[src/rtl/reg_writeback_ctrl.sv]
// Purpose : merges ALU results and buffered load returns into the single register-file
//           write port (one write per cycle) and tracks outstanding loads per register.
// Latency : ALU result reaches the write port 1 edge after acceptance; a load 2 edges.
// Backpressure: LoadReady drops while the load FIFO is full. AluReady drops for one cycle
//           after STARVE_LIMIT ALU wins against a waiting load, so the FIFO head can drain.
//
// Ports:
//   Clk, Reset                  clock, asynchronous active-high reset
//   AluValid/AluDest/AluData    ALU result in, accepted when AluValid && AluReady
//   LoadIssue/LoadIssueDest     load issued this cycle; sets the pending bit
//   LoadValid/LoadDest/LoadData load return in, accepted when LoadValid && LoadReady
//   RegWrite/WriteReg/WriteData registered register-file write port
//   QueryReg1/2, Busy1/2        decode stall lookup (combinational)
//   Pending                     per-register outstanding-load scoreboard
module reg_writeback_ctrl #(
  parameter int LOAD_FIFO_DEPTH = 4,
  parameter int STARVE_LIMIT    = 8
) (
  input  logic        Clk,
  input  logic        Reset,
  input  logic        AluValid,
  input  logic [4:0]  AluDest,
  input  logic [31:0] AluData,
  output logic        AluReady,
  input  logic        LoadIssue,
  input  logic [4:0]  LoadIssueDest,
  input  logic        LoadValid,
  input  logic [4:0]  LoadDest,
  input  logic [31:0] LoadData,
  output logic        LoadReady,
  output logic        RegWrite,
  output logic [4:0]  WriteReg,
  output logic [31:0] WriteData,
  input  logic [4:0]  QueryReg1,
  input  logic [4:0]  QueryReg2,
  output logic        Busy1,
  output logic        Busy2,
  output logic [31:0] Pending
);

  localparam int AW = (LOAD_FIFO_DEPTH > 1) ? $clog2(LOAD_FIFO_DEPTH) : 1;
  localparam int SW = $clog2(STARVE_LIMIT + 1);
  localparam logic [AW:0]   FULL_CNT   = (AW+1)'(LOAD_FIFO_DEPTH);
  localparam logic [SW-1:0] STARVE_MAX = SW'(STARVE_LIMIT);

  // Load-return buffer. Storage is not reset; only pointers/count are, so a
  // reset empties the FIFO without touching the arrays.
  logic [4:0]    fifo_dest [LOAD_FIFO_DEPTH];
  logic [31:0]   fifo_data [LOAD_FIFO_DEPTH];
  logic [AW-1:0] wr_ptr;
  logic [AW-1:0] rd_ptr;
  logic [AW:0]   count;

  logic [SW-1:0] starve_cnt;
  logic [31:0]   pending_q;
  logic [31:0]   pending_nxt;

  logic fifo_empty;
  logic fifo_full;
  logic alu_win;
  logic push;
  logic pop;

  assign fifo_empty = (count == '0);
  assign fifo_full  = (count == FULL_CNT);

  assign LoadReady = !fifo_full;
  assign AluReady  = !(!fifo_empty && (starve_cnt == STARVE_MAX));

  // ALU has priority; the FIFO head goes out whenever the ALU does not.
  // A push into an empty FIFO is not poppable in the same cycle because
  // pop is qualified on the pre-edge count.
  assign alu_win = AluValid && AluReady;
  assign push    = LoadValid && !fifo_full;
  assign pop     = !alu_win && !fifo_empty;

  // Clear for the departing head is applied first so a same-edge issue to
  // the same register leaves the bit set.
  always_comb begin
    pending_nxt = pending_q;
    if (pop) begin
      pending_nxt[fifo_dest[rd_ptr]] = 1'b0;
    end
    if (LoadIssue) begin
      pending_nxt[LoadIssueDest] = 1'b1;
    end
  end

  always_ff @(posedge Clk) begin
    if (push) begin
      fifo_dest[wr_ptr] <= LoadDest;
      fifo_data[wr_ptr] <= LoadData;
    end
  end

  always_ff @(posedge Clk or posedge Reset) begin
    if (Reset) begin
      wr_ptr <= '0;
      rd_ptr <= '0;
      count  <= '0;
    end else begin
      if (push) begin
        wr_ptr <= wr_ptr + AW'(1);
      end
      if (pop) begin
        rd_ptr <= rd_ptr + AW'(1);
      end
      case ({push, pop})
        2'b10:   count <= count + (AW+1)'(1);
        2'b01:   count <= count - (AW+1)'(1);
        default: count <= count;
      endcase
    end
  end

  // Counts ALU wins while a load waits; restarts once a load drains or the
  // FIFO is empty, and holds at the limit until the forced load goes out.
  always_ff @(posedge Clk or posedge Reset) begin
    if (Reset) begin
      starve_cnt <= '0;
    end else if (fifo_empty || pop) begin
      starve_cnt <= '0;
    end else if (alu_win && (starve_cnt != STARVE_MAX)) begin
      starve_cnt <= starve_cnt + SW'(1);
    end
  end

  always_ff @(posedge Clk or posedge Reset) begin
    if (Reset) begin
      pending_q <= '0;
    end else begin
      pending_q <= pending_nxt;
    end
  end

  // Write port register. Address/data hold when idle; only RegWrite drops.
  always_ff @(posedge Clk or posedge Reset) begin
    if (Reset) begin
      RegWrite  <= 1'b0;
      WriteReg  <= '0;
      WriteData <= '0;
    end else if (alu_win) begin
      RegWrite  <= 1'b1;
      WriteReg  <= AluDest;
      WriteData <= AluData;
    end else if (pop) begin
      RegWrite  <= 1'b1;
      WriteReg  <= fifo_dest[rd_ptr];
      WriteData <= fifo_data[rd_ptr];
    end else begin
      RegWrite  <= 1'b0;
    end
  end

  assign Pending = pending_q;

  // The in-flight write also counts as busy: the register file has not
  // committed it until the following edge.
  assign Busy1 = pending_q[QueryReg1] | (RegWrite && (WriteReg == QueryReg1));
  assign Busy2 = pending_q[QueryReg2] | (RegWrite && (WriteReg == QueryReg2));

endmodule

[config.mk]
export PLATFORM = sky130hd
export DESIGN_NAME = reg_writeback_ctrl
export DESIGN_NICKNAME = d
export VERILOG_FILES = /design/src/rtl/reg_writeback_ctrl.sv
export SDC_FILE = /design/constraint.sdc
export NUM_CORES = 1
export LEC_CHECK = 0
export ABC_AREA = 1
export BUFFER_PORTS_ARGS = -buffer_cell sky130_fd_sc_hd__buf_4
export CORE_MARGIN = 4
export CORE_UTILIZATION = 25
export CTS_BUF_LIST = sky130_fd_sc_hd__clkbuf_8
export DETAILED_ROUTE_END_ITERATION = 8
export RECOVER_POWER = 50
export SYNTH_ARGS = -nofsm -noshare
export SYNTH_HDL_FRONTEND = slang
export SYNTH_SLANG_ARGS = --single-unit
[constraint.sdc]
create_clock -name Clk -period 2.6 [get_ports Clk]
set_input_delay 0.39 -clock Clk [delete_from_list [all_inputs] [get_ports Clk]]
set_output_delay 0.39 -clock Clk [all_outputs]
set_load 0.05 [all_outputs]
-- After elaboration in Yosys (flattened, before gate mapping)
Memory sizes are Yosys's and may differ from the RTL's.
Index checks and enable logic that the tools add are counted.
- bits in registers: 81
- RAM bits: 148
- output and inout port bits: 74
- word-level logic and storage cells: 72
- memories kept: 2
- memories (memory ; words ; bits a word ; read ports ; clocked after memory_dff ; wr ports ; line ; source):
    fifo_data ; 4 ; 32 ; 1 ; 0 ; 1 ; 49 ; logic [31:0] fifo_data [LOAD_FIFO_DEPTH];
    fifo_dest ; 4 ; 5 ; 1 ; 0 ; 1 ; 48 ; logic [4:0] fifo_dest [LOAD_FIFO_DEPTH];
- add/sub/neg operators: 5
- $lt $le $gt $ge: 6
- eq/ne operators: 7
- muxes and demuxes: 21
- bitwise logic cells: 5
- reduce and logical (&&, ||, !) cells: 18
- operators by type and width (cell ; count):
    $mux 32 ; 4
    $and 32x32->32 ; 1
    $not 32->32 ; 1
    $or 32x32->32 ; 1
    $lt 5x6->1 const B ; 4
    $bmux 1 s5 ; 2
    $demux 1 s5 ; 2
    $eq 5x5->1 ; 2
    $ge 5x1->1 const B ; 2
    $mux 5 ; 2
    $logic_and 1x1->1 ; 9
    $mux 1 ; 8
    $mux 4 ; 2
    $pmux 3 s2 ; 1
    $reduce_bool 2->1 ; 3
    $add 2x1->2 const B ; 2
    $add 4x1->4 const B ; 1
    $eq 4x4->1 const B ; 1
    $logic_not 1->1 ; 4
    $ne 4x4->1 const B ; 1
    $add 3x1->3 const B ; 1
    $eq 3x3->1 const B ; 1
    $logic_not 3->1 ; 1
    $sub 3x1->3 const B ; 1
    other kinds (4) ; 5

-- Longest topological paths before layout
Gate-level depths: netlist of run 1.
- depth after elaboration: 10
- depth in mapped cells: 11
- depth with buffers taken out: 9

-- Worst setup path before layout of run 1
OpenSTA, ideal clock, no wires.
- path kind: flip-flop to flip-flop
- start point: register count[0]
- end point: memory fifo_data[0][0] (enable)
- arrival: 2732 ps
- setup slack: -563 ps
- cell stages (with the launch flop): 5
- period minus slack after synthesis: 3163 ps
- path through: dfrtp_1 > nor2_2 > nand2_1 > nand2_1 > nor2_1
- cells in the longest elaborated chain, start to end: 5
- RTL lines (element ; line ; source):
    from (decl) ; 52 ; logic [AW:0] count;
    from (signal assigned) ; 109 ; 2'b10: count <= count + (AW+1)'(1);
    from (signal assigned) ; 110 ; 2'b01: count <= count - (AW+1)'(1);
    from (signal assigned) ; 111 ; default: count <= count;
    $eq 3x3->1 ; 65 ; assign fifo_full = (count == FULL_CNT);
    $logic_not 1->1 ; -- ;
    via LoadReady ; 30 ; output logic LoadReady,
    $logic_and 1x1->1 ; 74 ; assign push = LoadValid && !fifo_full;
    $mux 1 ; 90 ; if (push) begin
    $mux 1 (not written as such) ; 92 ; fifo_data[wr_ptr] <= LoadData;
    to (decl) ; 49 ;
The timed path passes the listed nets, and every way through them passes these cells.

-- Worst setup path after layout of run 1
- start point: register pending_q[20], in the netlist Pending[20]
- end point: output port Busy2
- cells in the longest elaborated chain, start to end: 3
- RTL lines (element ; line ; source):
    from (decl) ; 55 ; logic [31:0] pending_q;
    from (signal assigned) ; 132 ; pending_q <= pending_nxt;
    $bmux 1 s5 ; 160 ; assign Busy2 = pending_q[QueryReg2] | (RegWrite && (WriteReg == QueryReg2));
    $mux 1 (not written as such) ; 160 ;
    $or 1x1->1 ; 160 ;
    to (decl) ; 37 ; output logic Busy2,
No other way between the ends. The select of a mux whose other input is x is not followed.

==> impl_metrics.json, run 1 <==
{
  "grt_max_degree": 82,
  "yosys-top-cells-count": "368 x nand2_1, 148 x edfxtp_1, 81 x dfrtp_1, 72 x nand3_1, 68 x inv_1",
  "wl_um": 30400,
  "status": "complete, no violations",
  "multiInputGateArea_mm2": 0.00333,
  "vias": 8088,
  "critical_path_class": "reg2out",
  "cp_max_fo": 3,
  "die_area_mm2": 0.0448,
  "fp-row-count": 74,
  "worst_slack_ns": 0.351,
  "max_cap_violations": 0,
  "dpl.hpwl_um": 20200,
  "p_leak_nw": 5.43,
  "ys_ff_latch": 229,
  "area_delta_synth_final_pct": 25.1,
  "clk_pin_slew_ns": 0.06,
  "htreeDepth": 2,
  "critPathRequiredTime_ns": 2.21,
  "track_usage_pct": 13.2,
  "min_period_ns": 2.25,
  "diodes": 0,
  "start_util_pct": 25.3,
  "skew_ns": 0.0354,
  "yosysMostFrequentCell": "nand2_1",
  "cts_buffer_depth": 3,
  "root_buffer": "clkbuf_8",
  "cts.repair.resized": 0,
  "final_core_util_pct": 31.7,
  "endpoint_kind": "output pin",
  "yosys.cell_types.count": 34,
  "ctsHoldBuffers": 13,
  "seq_area_mm2": 0.00647,
  "p_sw_share_pct": 45.5,
  "clock_sinks": 229,
  "viasPerCell": 4.50,
  "clkPwrFrac_pct": 20.8,
  "syn_area_per_cell_um2": 10.1,
  "netlist_instances": 1029,
  "synth_top_area_cell": "edfxtp_1",
  "slew_violations": 0,
  "ant_nets": 0,
  "power.total_mw": 15.9,
  "post-route-cell-area_mm2": 0.0130,
  "io_pins": 168,
  "wire_per_inst_um": 16.9,
  "antenna_found_initial": 1,
  "core_mm2": 0.0409,
  "period_share_pct": 86.5,
  "comb_power_share_pct": 43.9,
  "die_w_um": 212,
  "synth_edf_count": 148,
  "syn-cell-area_mm2": 0.0104,
  "placed_cell_area_mm2": 0.0123,
  "cts_setup_buffers": 0,
  "final.fill_count": 4312,
  "setup_viol": 0,
  "maxSlewHeadroom_pct": 14.1,
  "die_y_um": 212,
  "yosysSeqAreaShare_pct": 62.4,
  "power.internal_mw": 8.65,
  "first_pass_iters": 5,
  "tightestPinTransition_ns": 1.29,
  "p_sw_mw": 7.23,
  "drive_above_1_share_pct": 17.6,
  "ir_drop_mv": 0.516,
  "synth_top_area_share_pct": 42.9,
  "cp-start-kind": "register",
  "first_global_vias": 8223,
  "worstHoldPathType": "in2reg",
  "synth_warnings": 0,
  "cts_tree": "yes",
  "gp_congestion": 0.902,
  "grt.overflow.total": 0,
  "nets": 1334,
  "pwr-share-seq_pct": 35.3,
  "fmax_mhz": 445,
  "cp.arrival_ns": 1.86,
  "synth_async_sr_flop_share_pct": 35.4,
  "grt_pass1_wl_um": 46600,
  "numPortBuffers": 167,
  "synth_top_flop_cell": "edfxtp_1",
  "drt-initial-drc-count": 561,
  "numCtsBuffers": 41,
  "hold_viol_final": 0,
  "yosys-top-cells-area": "edfxtp_1 43%, dfrtp_1 20%, nand2_1 13%, nand3_1 3.5%, inv_1 2.5%",
  "drc": 0,
  "rsz0062_at_grt": "false",
  "clk_latency_ns": 0.55,
  "synth_fp_nets": 1131,
  "p_per_area_mw_per_mm2": 1220,
  "place_ws_ns": 0.492
}
==> stage by stage <==
step,setup TNS (ns),std cells,hold WS [ns]
6_report,0,1796,0.0893
5_1_grt,0,1796,0.0545
4_1_cts,0,1796,0.0000108
3_5_place_dp,0,1708,0.467
3_3_place_gp,0,1708,0.463
2_1_floorplan,-83.33,1029,0.452
==> cells by family after synthesis <==
family                   share of synthesized area, %
buffers and inverters                            5.56
AO/OA/AOI/OAI                                    9.23
flip-flops                                       62.4
multiplexers                                    0.109
XOR/XNOR                                        0.591
AND/OR/NAND/NOR                                  21.0
adder cells (fa/ha/maj)                          1.04
==> layout make-up <==
| class | instances | share of cell area, % |
|---|---|---|
| sequential | 229 | 49.9 |
| multi-input combinational | 676 | 25.7 |
| timing repair buffer | 207 | 10.8 |
| tap | 532 | 5.13 |
| clock buffer | 45 | 4.78 |
| inverter | 77 | 2.28 |
| clock inverter | 30 | 1.48 |
==> worst paths after layout <==
check,startpoint,slack (ns),depth (start not counted),to
setup / recovery,Pending[20]$_DFF_PP0_,0.35,9,Busy2
hold / removal,AluData[4],0.09,3,WriteData[4]$_DFFE_PP0P_
setup reg to reg,starve_cnt[0]$_DFFE_PP0P_,0.38,8,Pending[30]$_DFF_PP0_
hold reg to reg,WriteData[30]$_DFFE_PP0P_,0.47,2,WriteData[30]$_DFFE_PP0P_
max in group asynchronous,Reset,0.88,4,rd_ptr[0]$_DFFE_PP0N_
min in group asynchronous,Reset,0.85,4,count[2]$_DFFE_PP0P_
==> per-layer routing <==
metal | vias up | wire length (um) | track usage, %
li1 | 3896 | - | -
met1 | 3835 | 12300 | 16.3
met2 | 288 | 14700 | 22.6
met3 | 67 | 2440 | 3.38
met4 | 2 | 879 | 4.51
met5 | - | 12 | 0
==> power groups by stage <==
stage	registers, mW	logic [mW]	clock network [mW]
final	5.61	6.97	3.31
after global routing	5.72	7.61	3.60
after CTS	5.63	7.34	3.42
after detailed placement	5.68	7.31	0
after global placement	5.66	7.24	0
after floorplan	7.35	3.14	0
==> worst max-delay path: stages (launching register included) <==
cell and delay, ns:
dfrtp_1 0.47, inv_1 0.10, nand2_1 0.07, nand3_1 0.08
nand3_1 0.09, nand3_1 0.11, nand2_1 0.09, nand2_1 0.05
nand3_1 0.07, buf_4 0.20
==> sequential cells by signal, indices dropped and copies added (netlist names) <==
name / count
RegWrite: 1
WriteData: 32
WriteReg: 5
rd_ptr: 2
wr_ptr: 2
fifo_dest: 20
fifo_data: 128
count: 3
Pending: 32
starve_cnt: 4
==> placed cells by master, fill, tap and decap left out, types with 2 or more instances in the layout <==
master         synthesis  routed
bufinv_16              0       2
o211ai_1              32      32
o21ai_2               18      18
nor2_4                 1       3
nor2_1                13      12
nand2_2                4       4
nand2_1              368     368
dlygate4sd3_1          0      13
a21oi_1               37      37
clkbuf_1              13      71
nand3_1               72      72
buf_12                 0       6
edfxtp_1             148     148
and3_1                32      32
clkinv_1               2       9
inv_2                  6       8
dfrtp_1               81      80
clkinv_4               1       2
nand3_4                4       4
buf_4                  3     116
o22ai_1                7       7
o221ai_1               5       5
inv_1                 68      79
ha_1                   7       7
xor2_1                 5       5
xnor2_1                2       2
clkinv_2               0       4
nor3_1                12      12
clkbuf_8               0      45
o21ai_0               22      22
o211ai_2               2       2
o21ai_1               27      27
(Power assumes the default switching activity.)
==> run 2, diff against run 1 <==
- BUFFER_PORTS_ARGS: -buffer_cell sky130_fd_sc_hd__buf_4 -> -buffer_cell sky130_fd_sc_hd__buf_2
- clock period: 2.6 -> 2.9 ns (I/O delays scaled with it)
==> run 2 against run 1 <==
Net effect:
- via count up 0.38%
- critical endpoint is now count[1]$_DFFE_PP0P_
- highest routed layer unchanged
- setup slack better by 0.044 ns
- sequential power down 11%
- first-iteration DRC count up 10%
- combinational power down 13%
- the run now ends with capacitance limit, slew limit left
- die area unchanged
- largest power group unchanged
- critical path depth down 2
==> impl_metrics.json, run 2 (synthesis results as in run 1) <==
{
  "core_mm2": 0.0409,
  "numPortBuffers": 167,
  "grt_pass1_wl_um": 46500,
  "power.total_mw": 14.6,
  "cp_max_fo": 8,
  "gp_congestion": 0.861,
  "wire_per_inst_um": 17.1,
  "antenna_found_initial": 1,
  "max_cap_violations": 2,
  "cp-start-kind": "register",
  "grt_max_degree": 73,
  "mostFrequentLayoutCells": "368 x nand2_1, 148 x edfxtp_1, 125 x buf_2",
  "die_area_mm2": 0.0448,
  "viasPerCell": 4.54,
  "first_pass_iters": 5,
  "final_common_cell": "nand2_1",
  "vias": 8119,
  "reg2reg_to": "count[1]$_DFFE_PP0P_",
  "fp-row-count": 74,
  "endpoint_kind": "register",
  "hold_viol_final": 0,
  "period_share_pct": 86.4,
  "reg2reg_slack_ns": 0.40,
  "numCtsBuffers": 42,
  "top_register": "fifo_data",
  "drc": 0,
  "slew_violations": 112,
  "cts_tree": "yes",
  "ir_drop_mv": 0.563,
  "grt.overflow.total": 0,
  "worst_slack_ns": 0.395,
  "hold_end": "WriteReg[0]$_DFFE_PP0P_",
  "clk_latency_ns": 0.59,
  "wl_um": 30500,
  "whs_ns": 0.0839,
  "ant_nets": 0,
  "critical_path_class": "reg2reg",
  "cts_buffer_depth": 3,
  "die_w_um": 212,
  "track_usage_pct": 13.4,
  "root_buffer": "clkbuf_8",
  "cp.arrival_ns": 2.98,
  "p_per_area_mw_per_mm2": 1150,
  "min_path_cells": 3,
  "clock_sinks": 229,
  "fmax_mhz": 399,
  "p_leak_nw": 5.42,
  "maxSlewHeadroom_pct": -14.2,
  "die_y_um": 212,
  "critPathRequiredTime_ns": 3.37,
  "violations": "capacitance limit, slew limit",
  "min_period_ns": 2.50,
  "nets": 1323,
  "first_global_vias": 8049,
  "min_from": "AluDest[0]",
  "largest_reg_flops": 128,
  "rsz0062_at_grt": "false",
  "dpl.hpwl_um": 19700,
  "reg2reg_depth": 7,
  "regToRegStartpoint": "count[0]$_DFFE_PP0P_",
  "skew_ns": 0.0333,
  "area_delta_synth_final_pct": 22.9,
  "start_util_pct": 25.3,
  "drive_above_1_share_pct": 20.0,
  "htreeDepth": 2,
  "status": "complete, but fails checks",
  "clk_pin_slew_ns": 0.06,
  "setup_viol": 0,
  "io_pins": 168,
  "worstHoldPathType": "in2reg",
  "tightestPinTransition_ns": 1.71,
  "drt-initial-drc-count": 619,
  "place_ws_ns": 0.492
}
## run 2: cell types whose count changed in the layout (fill, tap and decap cells not counted), moves of 3 or more
| cell | delta |
|---|---|
| buf_2 | +125 |
| buf_4 | -99 |
| clkbuf_1 | -25 |
| dlygate4sd3_1 | -10 |
| clkbuf_8 | +5 |
| clkinv_1 | -5 |
| buf_12 | -4 |
| bufinv_16 | +4 |
| clkinv_2 | -3 |
## run 2: repair_timing
| item | in CTS | in global routing |
|---|---|---|
| endpoints found under the hold margin | 12 | 0 |
| buffers inserted | 0 | 0 |
| resized for setup | 0 | 0 |
| hold buffers | 3 | 0 |
## run 2: routing by layer
metal  GRT usage, %  vias to the layer above  part of all wire (%)
met5              0                        -                 0.043
met4           4.84                        2                   2.3
met3           3.17                       55                   7.0
met2           22.4                      287                    49
met1           16.9                     3893                    42
li1               -                     3882                     -
## run 2: how the worst max path moves through the flow
| stage | from | endpoint | cells past startpoint |
|---|---|---|---|
| 2_1_floorplan | count[0]$_DFFE_PP0P_ | fifo_data[0][0]$_DFFE_PP_ | 4 |
| 6_report | count[0]$_DFFE_PP0P_ | count[1]$_DFFE_PP0P_ | 7 |
| 4_1_cts | starve_cnt[0]$_DFFE_PP0P_ | WriteData[25]$_DFFE_PP0P_ | 10 |
| 5_1_grt | count[0]$_DFFE_PP0P_ | count[1]$_DFFE_PP0P_ | 7 |
| 3_5_place_dp | starve_cnt[0]$_DFFE_PP0P_ | WriteData[25]$_DFFE_PP0P_ | 10 |
| 3_3_place_gp | starve_cnt[0]$_DFFE_PP0P_ | WriteData[25]$_DFFE_PP0P_ | 10 |
## run 2: area by class of cell
type,count,area [um^2]
clock inverter,27,284
antenna,2,5.00
sequential,229,6470
tap,532,666
clock buffer,50,688
timing repair buffer,195,1010
multi-input combinational,676,3330
inverter,77,294
fill,4286,28200
## run 2: critical path: stages (launching register included)
cell      delay, ns
dfrtp_1        0.42
nor2_1         0.24
nand2_1        0.14
nand2_1        0.08
clkbuf_1       0.49
ha_1           0.31
fa_1           0.42
mux2_2         0.27
## run 2: where the power goes
group | internal, mW | total (mW) | switching (mW)
registers | 4.48 | 5.01 | 0.530
logic | 1.48 | 6.06 | 4.58
clock network | 2.12 | 3.53 | 1.41
total | 8.07 | 14.6 | 6.52
## run 2: stage by stage
stage,TNS [ns],area [um^2],utilization (%),instances
after floorplan,-38.93,10400,-,1029
final,0,12700,31.1,1788
after global placement,0,11800,28.9,1706
after CTS,0,12800,31.4,1786
after global routing,0,12700,31.1,1786
after detailed placement,0,11800,28.9,1706
==> run 3, diff against run 2 <==
==> constraint.sdc (replaced) <==
create_clock -name Clk -period 2.9 [get_ports Clk]
set_input_delay 0.145 -clock Clk [delete_from_list [all_inputs] [get_ports Clk]]
set_output_delay 0.145 -clock Clk [all_outputs]
set_load 0.05 [all_outputs]
==> run 3 against run 2 <==
Net effect:
- the flow still finishes with violations (capacitance limit, slew limit)
- clock power fell by 14%
- core utilization is 1.5 points higher
- global-route usage grew 0.060 points
- register-to-register slack better by 0.40 ns
- via count is 4.0% higher
- clock skew decreased by 0.017 ns
- cell count is 4.2% higher
- critical path type unchanged
- largest power group unchanged
==> impl_metrics.json, run 3 (synthesis results as in run 1) <==
{
  "status": "complete, but fails checks",
  "violations": "capacitance limit, slew limit",
  "gp_congestion": 0.887,
  "power.internal_mw": 7.64,
  "drc": 0,
  "p_per_area_mw_per_mm2": 1050,
  "p_sw_mw": 6.47,
  "critical_path_class": "reg2reg",
  "io_pins": 168,
  "worstHoldPathType": "in2reg",
  "wl_um": 30900,
  "p_sw_share_pct": 45.9,
  "numCtsBuffers": 41,
  "cts_tree": "yes",
  "cp.arrival_ns": 2.52,
  "wire_per_inst_um": 16.6,
  "mostFrequentLayoutCells": "368 x nand2_1, 148 x edfxtp_1, 94 x buf_2",
  "clk_latency_ns": 0.55,
  "fp-row-count": 74,
  "cp-start-kind": "register",
  "first_global_vias": 8342,
  "track_usage_pct": 13.4,
  "grt_pass1_wl_um": 47400,
  "vias": 8445,
  "grt_max_degree": 67,
  "clk_pin_slew_ns": 0.06,
  "top_register": "fifo_data",
  "start_util_pct": 25.3,
  "p_leak_nw": 5.60,
  "period_share_pct": 72.5,
  "numPortBuffers": 167,
  "largest_reg_flops": 128,
  "drive_above_1_share_pct": 16.9,
  "maxSlewHeadroom_pct": -7.25,
  "antenna_found_initial": 1,
  "skew_ns": 0.0166,
  "ant_nets": 0,
  "grt.overflow.total": 0,
  "ir_drop_mv": 0.463,
  "die_y_um": 212,
  "final_common_cell": "nand2_1",
  "power.total_mw": 14.1,
  "die_area_mm2": 0.0448,
  "cp_max_fo": 8,
  "clock_sinks": 229,
  "die_w_um": 212,
  "root_buffer": "clkbuf_8",
  "comb_power_share_pct": 42.7,
  "fmax_mhz": 476,
  "cts_setup_buffers": 0,
  "nets": 1397,
  "fin_tns_setup_ns": 0,
  "first_pass_iters": 5,
  "hold_viol_final": 0,
  "setup_viol": 0,
  "slew_violations": 64,
  "drt-initial-drc-count": 730,
  "area_delta_synth_final_pct": 29.0,
  "viasPerCell": 4.53,
  "rsz0062_at_grt": "false",
  "endpoint_kind": "register",
  "max_cap_violations": 1,
  "htreeDepth": 2,
  "clkPwrFrac_pct": 21.5,
  "pwr-share-seq_pct": 35.8,
  "tightestPinTransition_ns": 1.61,
  "dpl.hpwl_um": 19800,
  "critPathRequiredTime_ns": 3.31,
  "final.fill_count": 4200,
  "core_mm2": 0.0409,
  "min_period_ns": 2.10,
  "cts_buffer_depth": 3
}
## run 3: changes by cell type in the layout (fill, tap and decap cells not counted), moves of 3 or more
cell | previous run | this run
buf_2 | 125 | 94
clkinv_2 | 1 | 5
inv_1 | 81 | 76
dlygate4sd3_1 | 3 | 81
clkbuf_1 | 46 | 73
buf_4 | 17 | 20
bufinv_16 | 6 | 1
## run 3: worst paths after layout
| kind | end | start | cells after the start | slack, ns |
|---|---|---|---|---|
| min in group asynchronous | Pending[1]$_DFF_PP0_ | Reset | 3 | 0.65 |
| worst max-delay path | count[1]$_DFFE_PP0P_ | count[0]$_DFFE_PP0P_ | 7 | 0.80 |
| worst max register to register | count[1]$_DFFE_PP0P_ | count[0]$_DFFE_PP0P_ | 7 | 0.80 |
| max in group asynchronous | rd_ptr[0]$_DFFE_PP0N_ | Reset | 3 | 1.19 |
| worst min register to register | WriteData[22]$_DFFE_PP0P_ | WriteData[22]$_DFFE_PP0P_ | 2 | 0.48 |
| worst min-delay path | Pending[16]$_DFF_PP0_ | LoadIssueDest[1] | 4 | 0.07 |
## run 3: cell type report
type | count | area (um^2) | area share, %
Sequential cell | 229 | 6470 | 48.4
Multi-Input combinational cell | 676 | 3350 | 25.0
Timing Repair Buffer | 270 | 1750 | 13.1
Clock buffer | 50 | 688 | 5.15
Tap cell | 532 | 666 | 4.98
Inverter | 77 | 294 | 2.20
Clock inverter | 26 | 151 | 1.13
Antenna cell | 3 | 7.51 | 0.0561
## run 3: critical path, cell delays in order, from the launching register on
cell and delay, ns:
dfrtp_1 0.42, nor2_1 0.23, nand2_1 0.10, nand2_1 0.08, buf_4 0.21, ha_1 0.23
fa_1 0.43, mux2_2 0.28
## run 3: routing by layer
layer  track usage (%)  vias to the layer above  wire (um)
li1                  -                     4032          -
met2              22.9                      320      15100
met5                 0                        -          0
met4              4.26                        0        751
met1              17.1                     4032      13000
met3              2.79                       61       2050
## run 3: repair_timing
item                                   in CTS  in global routing
hold buffers                               81                  0
gates resized for setup                     0                  0
endpoints found under the hold margin     275                  0
## run 3: power groups by stage
stage               Clock [mW]  Sequential (mW)  Combinational, mW
CTS                       3.15             5.03               6.19
global route              3.29             5.14               6.58
detailed placement           0             5.08               6.09
global placement             0             5.06               5.99
floorplan                    0             6.59               2.81
finish                    3.04             5.05               6.02
## run 3: metrics by stage
step                cell area (um^2)  utilization (%)  instances  setup WS [ns]  hold WS [ns]
floorplan                      10400                -       1029         -0.263         0.244
global placement               11800             28.9       1703          0.903         0.360
detailed placement             11800             28.9       1703          0.865         0.367
CTS                            13500             32.9       1860          0.826       0.00585
global route                   13400             32.7       1861          0.664        0.0562
finish                         13400             32.7       1863          0.798        0.0744
